[config.mk]
export PLATFORM = sky130hd
export DESIGN_NAME = switch_arbiter
export DESIGN_NICKNAME = d
export VERILOG_FILES = /design/src/rtl/switch_arbiter.sv
export SDC_FILE = /design/constraint.sdc
export NUM_CORES = 1
export LEC_CHECK = 0
export BUFFER_PORTS_ARGS = -buffer_cell sky130_fd_sc_hd__buf_2
export CORE_ASPECT_RATIO = 0.9
export CORE_MARGIN = 2
export CORE_UTILIZATION = 28
export DETAILED_ROUTE_END_ITERATION = 8
export SYNTH_ARGS = -nofsm -noshare
export SYNTH_HDL_FRONTEND = slang
export SYNTH_SLANG_ARGS = --single-unit
[constraint.sdc]
create_clock -name clk_i -period 2.11 [get_ports clk_i]
set_clock_uncertainty 0.15 [all_clocks]
set_input_delay 0.422 -clock clk_i [delete_from_list [all_inputs] [get_ports clk_i]]
set_output_delay 0.422 -clock clk_i [all_outputs]
set_load 0.03 [all_outputs]
[src/rtl/switch_arbiter.sv]
// rtl/switch_arbiter.sv - round-robin crossbar arbiter writing one word per grant into destination FIFOs
module switch_arbiter #(
  parameter logic SW_ADR = 1'b1,
  parameter int   AW_DEV = 2,
  parameter int   DW     = 4,
  parameter int   N_DEV  = 1 << AW_DEV
) (
  input  logic                 clk_i,
  input  logic                 rst_i,
  input  logic [N_DEV-1:0]     rqt_i,
  input  logic [N_DEV*3-1:0]   adr_i,
  input  logic [N_DEV*DW-1:0]  dat_i,
  output logic [N_DEV-1:0]     gnt_o,
  input  logic [N_DEV-1:0]     full_i,
  output logic [N_DEV-1:0]     wen_o,
  output logic [DW+AW_DEV:0]   fifo_o,
  output logic                 busy_o
);

  typedef enum logic [1:0] {
    IDLE   = 2'd0,
    GNT    = 2'd1,
    WRITE  = 2'd2,
    SETTLE = 2'd3
  } state_t;

  state_t              state_q, state_d;
  logic [AW_DEV-1:0]   ptr_q, ptr_d;
  logic [AW_DEV-1:0]   src_q, src_d;
  logic [AW_DEV-1:0]   dst_q, dst_d;
  logic [DW-1:0]       pay_q, pay_d;
  logic [N_DEV-1:0]    gnt_q, gnt_d;
  logic [N_DEV-1:0]    wen_q, wen_d;
  logic [DW+AW_DEV:0]  fifo_q, fifo_d;

  logic [AW_DEV-1:0]   port_dst [N_DEV];
  logic [DW-1:0]       port_dat [N_DEV];
  logic [N_DEV-1:0]    elig;
  logic                win_found;
  logic [AW_DEV-1:0]   win_idx;
  logic [AW_DEV-1:0]   cand;

  // Only the low address bits route; the upper bit of each field is ignored.
  logic unused_adr_hi;
  assign unused_adr_hi = ^adr_i;

  // Per-port unpacking and eligibility: a requester counts only if its target FIFO has room.
  for (genvar g = 0; g < N_DEV; g++) begin : g_port
    assign port_dst[g] = adr_i[3*g +: AW_DEV];
    assign port_dat[g] = dat_i[DW*g +: DW];
    assign elig[g]     = rqt_i[g] & ~full_i[port_dst[g]];
  end

  // Round-robin pick: first eligible port scanning upward from ptr with wrap.
  always_comb begin
    win_found = 1'b0;
    win_idx   = ptr_q;
    cand      = '0;
    for (int k = 0; k < N_DEV; k++) begin
      cand = ptr_q + AW_DEV'(k);
      if (!win_found && elig[cand]) begin
        win_found = 1'b1;
        win_idx   = cand;
      end
    end
  end

  // State register.
  always_ff @(posedge clk_i) begin
    if (rst_i) begin
      state_q <= IDLE;
    end else begin
      state_q <= state_d;
    end
  end

  // Next-state: one arbitration slot every four cycles once a winner exists.
  always_comb begin
    state_d = state_q;
    case (state_q)
      IDLE:    if (win_found) state_d = GNT;
      GNT:     state_d = WRITE;
      WRITE:   state_d = SETTLE;
      SETTLE:  state_d = IDLE;
      default: state_d = IDLE;
    endcase
  end

  // Datapath next values: capture winner in IDLE, format the FIFO word during GNT.
  always_comb begin
    ptr_d  = ptr_q;
    src_d  = src_q;
    dst_d  = dst_q;
    pay_d  = pay_q;
    gnt_d  = '0;
    wen_d  = '0;
    fifo_d = fifo_q;
    case (state_q)
      IDLE: begin
        if (win_found) begin
          gnt_d[win_idx] = 1'b1;
          src_d          = win_idx;
          dst_d          = port_dst[win_idx];
          pay_d          = port_dat[win_idx];
        end
      end
      GNT: begin
        wen_d[dst_q] = 1'b1;
        fifo_d       = {SW_ADR, src_q, pay_q};
        ptr_d        = src_q + AW_DEV'(1);
      end
      default: ;
    endcase
  end

  // Datapath registers; reset drops any pending write and restarts priority at port 0.
  always_ff @(posedge clk_i) begin
    if (rst_i) begin
      ptr_q  <= '0;
      src_q  <= '0;
      dst_q  <= '0;
      pay_q  <= '0;
      gnt_q  <= '0;
      wen_q  <= '0;
      fifo_q <= '0;
    end else begin
      ptr_q  <= ptr_d;
      src_q  <= src_d;
      dst_q  <= dst_d;
      pay_q  <= pay_d;
      gnt_q  <= gnt_d;
      wen_q  <= wen_d;
      fifo_q <= fifo_d;
    end
  end

  // Outputs: registered grant/write strobes and a state-derived busy flag.
  always_comb begin
    gnt_o  = gnt_q;
    wen_o  = wen_q;
    fifo_o = fifo_q;
    busy_o = (state_q != IDLE);
  end

endmodule

==> results_tabular.tex <==
\begin{tabular}{lr}
\hline
Metric & Value \\
\hline
\multicolumn{2}{l}{\textbf{GRT}} \\
\quad Overall fraction of global-route tracks in use & 12.9\% \\
\quad Largest net degree at the start of global routing & 26 \\
\quad Initial antenna violation count & 0 \\
\quad Number of global-route vias before repair & 1347 \\
\quad GRT Residual Overflow & 0 \\
\quad Wire length of the first global-routing pass & 5950 um \\
\multicolumn{2}{l}{\textbf{Worst setup path}} \\
\quad CP max FO & 8 \\
\quad Endpoint type of the worst setup path & flop \\
\quad WS Path Type & in2reg \\
\quad Worst Setup Start Kind & primary input \\
\quad Highest-delay cell along the critical path & sky130\_fd\_sc\_hd\_\_mux4\_2 \\
\quad Worst EP required & 2.12 ns \\
\quad Top Family by Delay on Critical Path & compound AO/OA/AOI/OAI gates \\
\quad Number of buffers and inverters on the critical path & 1 \\
\quad Cell Chain, Critical Path & buf\_8 -> mux4\_2 -> nand2b\_4 -> o22a\_4 -> o22a\_4 -> and3\_4 -> a211oi\_2 -> a211oi\_2 \\
\quad Flop-to-flop setup slack & 0.19 ns \\
\quad Worst path arrival time & approximately 2.2 ns \\
\quad CP max stage delay & 0.45 ns \\
\multicolumn{2}{l}{\textbf{Logic synthesis}} \\
\quad Post-synthesis average cell area & approximately 9.7 um2 \\
\quad Flip-flop and latch count after synthesis & 27 \\
\quad Fraction of post-synthesis cell area in the top cell type by area & around 36\% \\
\quad Number of nets produced by synthesis & 197 \\
\quad Post-synthesis instance total & 155 \\
\quad Fraction of registers with async set or reset after synthesis & 0\% \\
\quad Sequential-to-total area share from yosys stat & 36.0\% \\
\quad Cell types with the largest area share after synthesis & sky130\_fd\_sc\_hd\_\_dfxtp\_1 (36\%), sky130\_fd\_sc\_hd\_\_mux2i\_1 (11\%), sky130\_fd\_sc\_hd\_\_nor2\_1 (5.5\%) \\
\quad Top flip-flop cell by instance count after synthesis & sky130\_fd\_sc\_hd\_\_dfxtp\_1 \\
\quad Biggest area consumer among synthesized cells & sky130\_fd\_sc\_hd\_\_dfxtp\_1 \\
\quad Number of flops mapped to enable cells by yosys & 0 \\
\quad Mapped cell area & 0.00150 mm2 \\
\quad Number of distinct standard cells referenced by the synthesized netlist & 44 \\
\quad Count of synthesis-stage warnings from yosys & 0 \\
\multicolumn{2}{l}{\textbf{Floorplanning}} \\
\quad Area of the core region & 0.00522 mm2 \\
\quad Effective utilization at floorplan & 28.8\% \\
\quad Placement row count & 25 \\
\quad Area of the die & slightly below 0.006 mm2 \\
\quad I/O Pins & 54 \\
\quad Die outline width & 81.2 um \\
\quad Die Span Y & 73.5 um \\
\multicolumn{2}{l}{\textbf{Pwr}} \\
\quad Worst vdd ir & between 500 and 600 uV \\
\quad Relative contribution of sequential cells to total power & between 30\% and 40\% \\
\quad Power density cells & $\sim$1000 mW/mm2 \\
\quad Clock network fraction of total power & 12.5\% \\
\quad Switching power share of the total & 40.6\% \\
\quad Share of total power in combinational logic & 54.4\% \\
\quad Net switching power & 0.935 mW \\
\quad Internal power of the cells & $\sim$1.4 mW \\
\quad Total Power Consumption & approximately 2.3 mW \\
\quad Pleak & 0.990 nW \\
\multicolumn{2}{l}{\textbf{Detailed routing}} \\
\quad Post-DRT Antenna Nets & 0 \\
\quad Mean routed wirelength per cell & $\sim$13 um \\
\quad Vias per inst & about 4.8 \\
\quad Remaining routing DRC violations & 0 \\
\quad Number of detailed-routing iterations run before antenna repair & 4 \\
\quad Number of vias in the routed layout & 1399 \\
\quad First-iteration detailed-routing DRC count & 29 \\
\quad Detailed Route WL & 3910 um \\
\multicolumn{2}{l}{\textbf{Outcome}} \\
\quad Violated checks & negative setup slack \\
\quad Result of the run & finished with violations \\
\multicolumn{2}{l}{\textbf{Finish}} \\
\quad Final layout net count & 270 \\
\quad Total area of sequential cells & 541 um2 \\
\quad Area Growth Syn to Fin & 45.9\% \\
\quad Fraction of final layout cells with drive strength greater than 1 & 48.0\% \\
\quad Number of fill cells & 520 \\
\quad Diodes inserted & 0 \\
\quad Area taken by multi-input logic gates & $\sim$0.0010 mm2 \\
\multicolumn{2}{l}{\textbf{STA}} \\
\quad Fin crit share & 103\% \\
\quad Final TNS setup & -0.191 ns \\
\quad Number of setup violations in the final report & 5 \\
\quad Slew @ Worst Pin & 0.441 ns \\
\quad Slew Limit Headroom & 70.6\% \\
\quad Number of max-slew violations in the final report & 0 \\
\quad Setup repair after global routing missed its margin & true \\
\quad Number of hold-slack violations in the final timing report & 0 \\
\quad Fin crit period & approximately 2.2 ns \\
\quad Maximum operating frequency & between 400 and 500 MHz \\
\quad Setup slack after layout & -0.0681 ns \\
\multicolumn{2}{l}{\textbf{Worst hold path}} \\
\quad Hold WC Path Type & in2reg \\
\multicolumn{2}{l}{\textbf{Placement}} \\
\quad Post-place setup slack & -0.379 ns \\
\quad Detailed Place HPWL & 2780 um \\
\quad Final weighted congestion in routability-driven placement & 0.781 \\
\quad Port-buffer cells & 49 \\
\multicolumn{2}{l}{\textbf{Clock tree}} \\
\quad Bufs on Longest Clock Path & 2 \\
\quad Worst-path clk slew & 0.09 ns \\
\quad Clock tree from TritonCTS & built \\
\quad Clock latency at the later pin of the worst-skew pair & 0.27 ns \\
\quad Cell at the root of the clock tree & sky130\_fd\_sc\_hd\_\_clkbuf\_8 \\
\quad Clock sinks & 27 \\
\quad Number of H-tree levels & 1 \\
\quad TritonCTS Buffers & 3 \\
\quad Hold bufs inserted after CTS & 0 \\
\multicolumn{2}{l}{\textbf{Flow run}} \\
\quad Count of max-cap constraint violations & 0 \\
\hline
\end{tabular}
==> cell type report <==
| class | count | area share (%) |
|---|---|---|
| Sequential cell | 27 | 24.7 |
| Timing Repair Buffer | 72 | 22.0 |
| Clock buffer | 4 | 2.05 |
| Tap cell | 67 | 3.82 |
| Inverter | 8 | 1.37 |
| Multi-Input combinational cell | 116 | 46.1 |
==> worst paths after layout <==
check | startpoint | endpoint | cells after the start
max | full_i[3] | pay_q[2] | 8
max reg2reg | ptr_q[1] | pay_q[1] | 7
min reg2reg | fifo_o[6] | fifo_o[6] | 2
min | dat_i[10] | pay_q[2] | 3
==> registers in the layout (all words and copies together), names as in the netlist <==
register / count
fifo_o: 7
ptr_q: 2
gnt_o: 4
pay_q: 4
wen_o: 4
state_q: 2
dst_q: 2
src_q: 2
==> through the flow <==
stage | instances | hold WS (ns) | area (um2) | util (%)
5_1_grt | 294 | 0.337 | 2190 | 42.0
4_1_cts | 291 | 0.326 | 2110 | 40.4
3_3_place_gp | 282 | 0.300 | 1970 | 37.7
3_5_place_dp | 282 | 0.310 | 1970 | 37.7
6_report | 294 | 0.314 | 2190 | 42.0
2_1_floorplan | 155 | 0.280 | 1530 | -
==> layout by cell type (no fill, tap or decap), types with 2 or more instances in the layout <==
cell type / count
sky130_fd_sc_hd__nor2_4: 2
sky130_fd_sc_hd__nand2_4: 2
sky130_fd_sc_hd__o21bai_1: 4
sky130_fd_sc_hd__inv_1: 8
sky130_fd_sc_hd__nand2b_1: 3
sky130_fd_sc_hd__nor2_1: 21
sky130_fd_sc_hd__buf_2: 43
sky130_fd_sc_hd__dfxtp_1: 27
sky130_fd_sc_hd__mux2i_2: 2
sky130_fd_sc_hd__clkbuf_8: 3
sky130_fd_sc_hd__buf_6: 6
sky130_fd_sc_hd__nor3_1: 3
sky130_fd_sc_hd__and3_4: 5
sky130_fd_sc_hd__buf_8: 2
sky130_fd_sc_hd__mux2i_1: 14
sky130_fd_sc_hd__o221ai_1: 2
sky130_fd_sc_hd__buf_4: 20
sky130_fd_sc_hd__mux4_2: 2
sky130_fd_sc_hd__a211oi_1: 4
sky130_fd_sc_hd__nand2b_4: 2
sky130_fd_sc_hd__ha_1: 4
sky130_fd_sc_hd__and3_1: 2
sky130_fd_sc_hd__nor2b_1: 2
sky130_fd_sc_hd__a21oi_1: 2
sky130_fd_sc_hd__o22a_4: 2
sky130_fd_sc_hd__nand2_1: 7
sky130_fd_sc_hd__a211oi_2: 8
==> metal layers <==
| metal | GRT usage (%) | share of wire (%) | up-vias |
|---|---|---|---|
| met4 | 1.69 | 0.79 | 0 |
| li1 | - | - | 710 |
| met5 | 0 | 0 | - |
| met2 | 23.1 | 50 | 24 |
| met3 | 3.81 | 5.3 | 4 |
| met1 | 15.6 | 44 | 661 |
==> worst min-delay path: cells and delay by family <==
kind                   cells  cell delay, ns
AO/OA/AOI/OAI              2            0.18
buffers and inverters      1            0.09
==> power groups by stage <==
stage	clock [mW]	sequential, mW	combinational [mW]
2_1_floorplan	0	0.822	0.706
3_3_place_gp	0	0.762	1.11
3_5_place_dp	0	0.763	1.12
4_1_cts	0.299	0.753	1.19
5_1_grt	0.317	0.778	1.37
6_report	0.289	0.760	1.25
==> logic make-up after synthesis <==
family / after synthesis / share of synthesized area (%)
XOR/XNOR: 1 / 0.583
AND/OR/NAND/NOR: 57 / 22.1
adder cells (fa/ha/maj): 4 / 3.33
buffers and inverters: 13 / 3.25
AO/OA/AOI/OAI: 33 / 19.6
flip-flops: 27 / 36.0
multiplexers: 20 / 15.2
==> synthesized netlist by cell type (2+ instances only) <==
cell type and instances:
sky130_fd_sc_hd__a211oi_1 6, sky130_fd_sc_hd__a211oi_2 6, sky130_fd_sc_hd__a21oi_1 2, sky130_fd_sc_hd__and3_1 7, sky130_fd_sc_hd__clkbuf_1 5, sky130_fd_sc_hd__dfxtp_1 27
sky130_fd_sc_hd__ha_1 4, sky130_fd_sc_hd__inv_1 8, sky130_fd_sc_hd__mux2i_1 16, sky130_fd_sc_hd__mux4_2 2, sky130_fd_sc_hd__nand2_1 7, sky130_fd_sc_hd__nand2b_1 3
sky130_fd_sc_hd__nand2b_4 2, sky130_fd_sc_hd__nor2_1 22, sky130_fd_sc_hd__nor2b_1 2, sky130_fd_sc_hd__nor3_1 3, sky130_fd_sc_hd__o21bai_1 4, sky130_fd_sc_hd__o221ai_1 2
sky130_fd_sc_hd__o22a_1 2
==> repair_timing <==
item                                    CTS  global route
gates resized for setup                  12            12
endpoints found under the setup margin    7             8
gates cloned                              1             0
endpoints found under the hold margin     0             0
pin swaps                                 4            10
setup buffers                             4             3
Power figures use the tool's default switching activity.
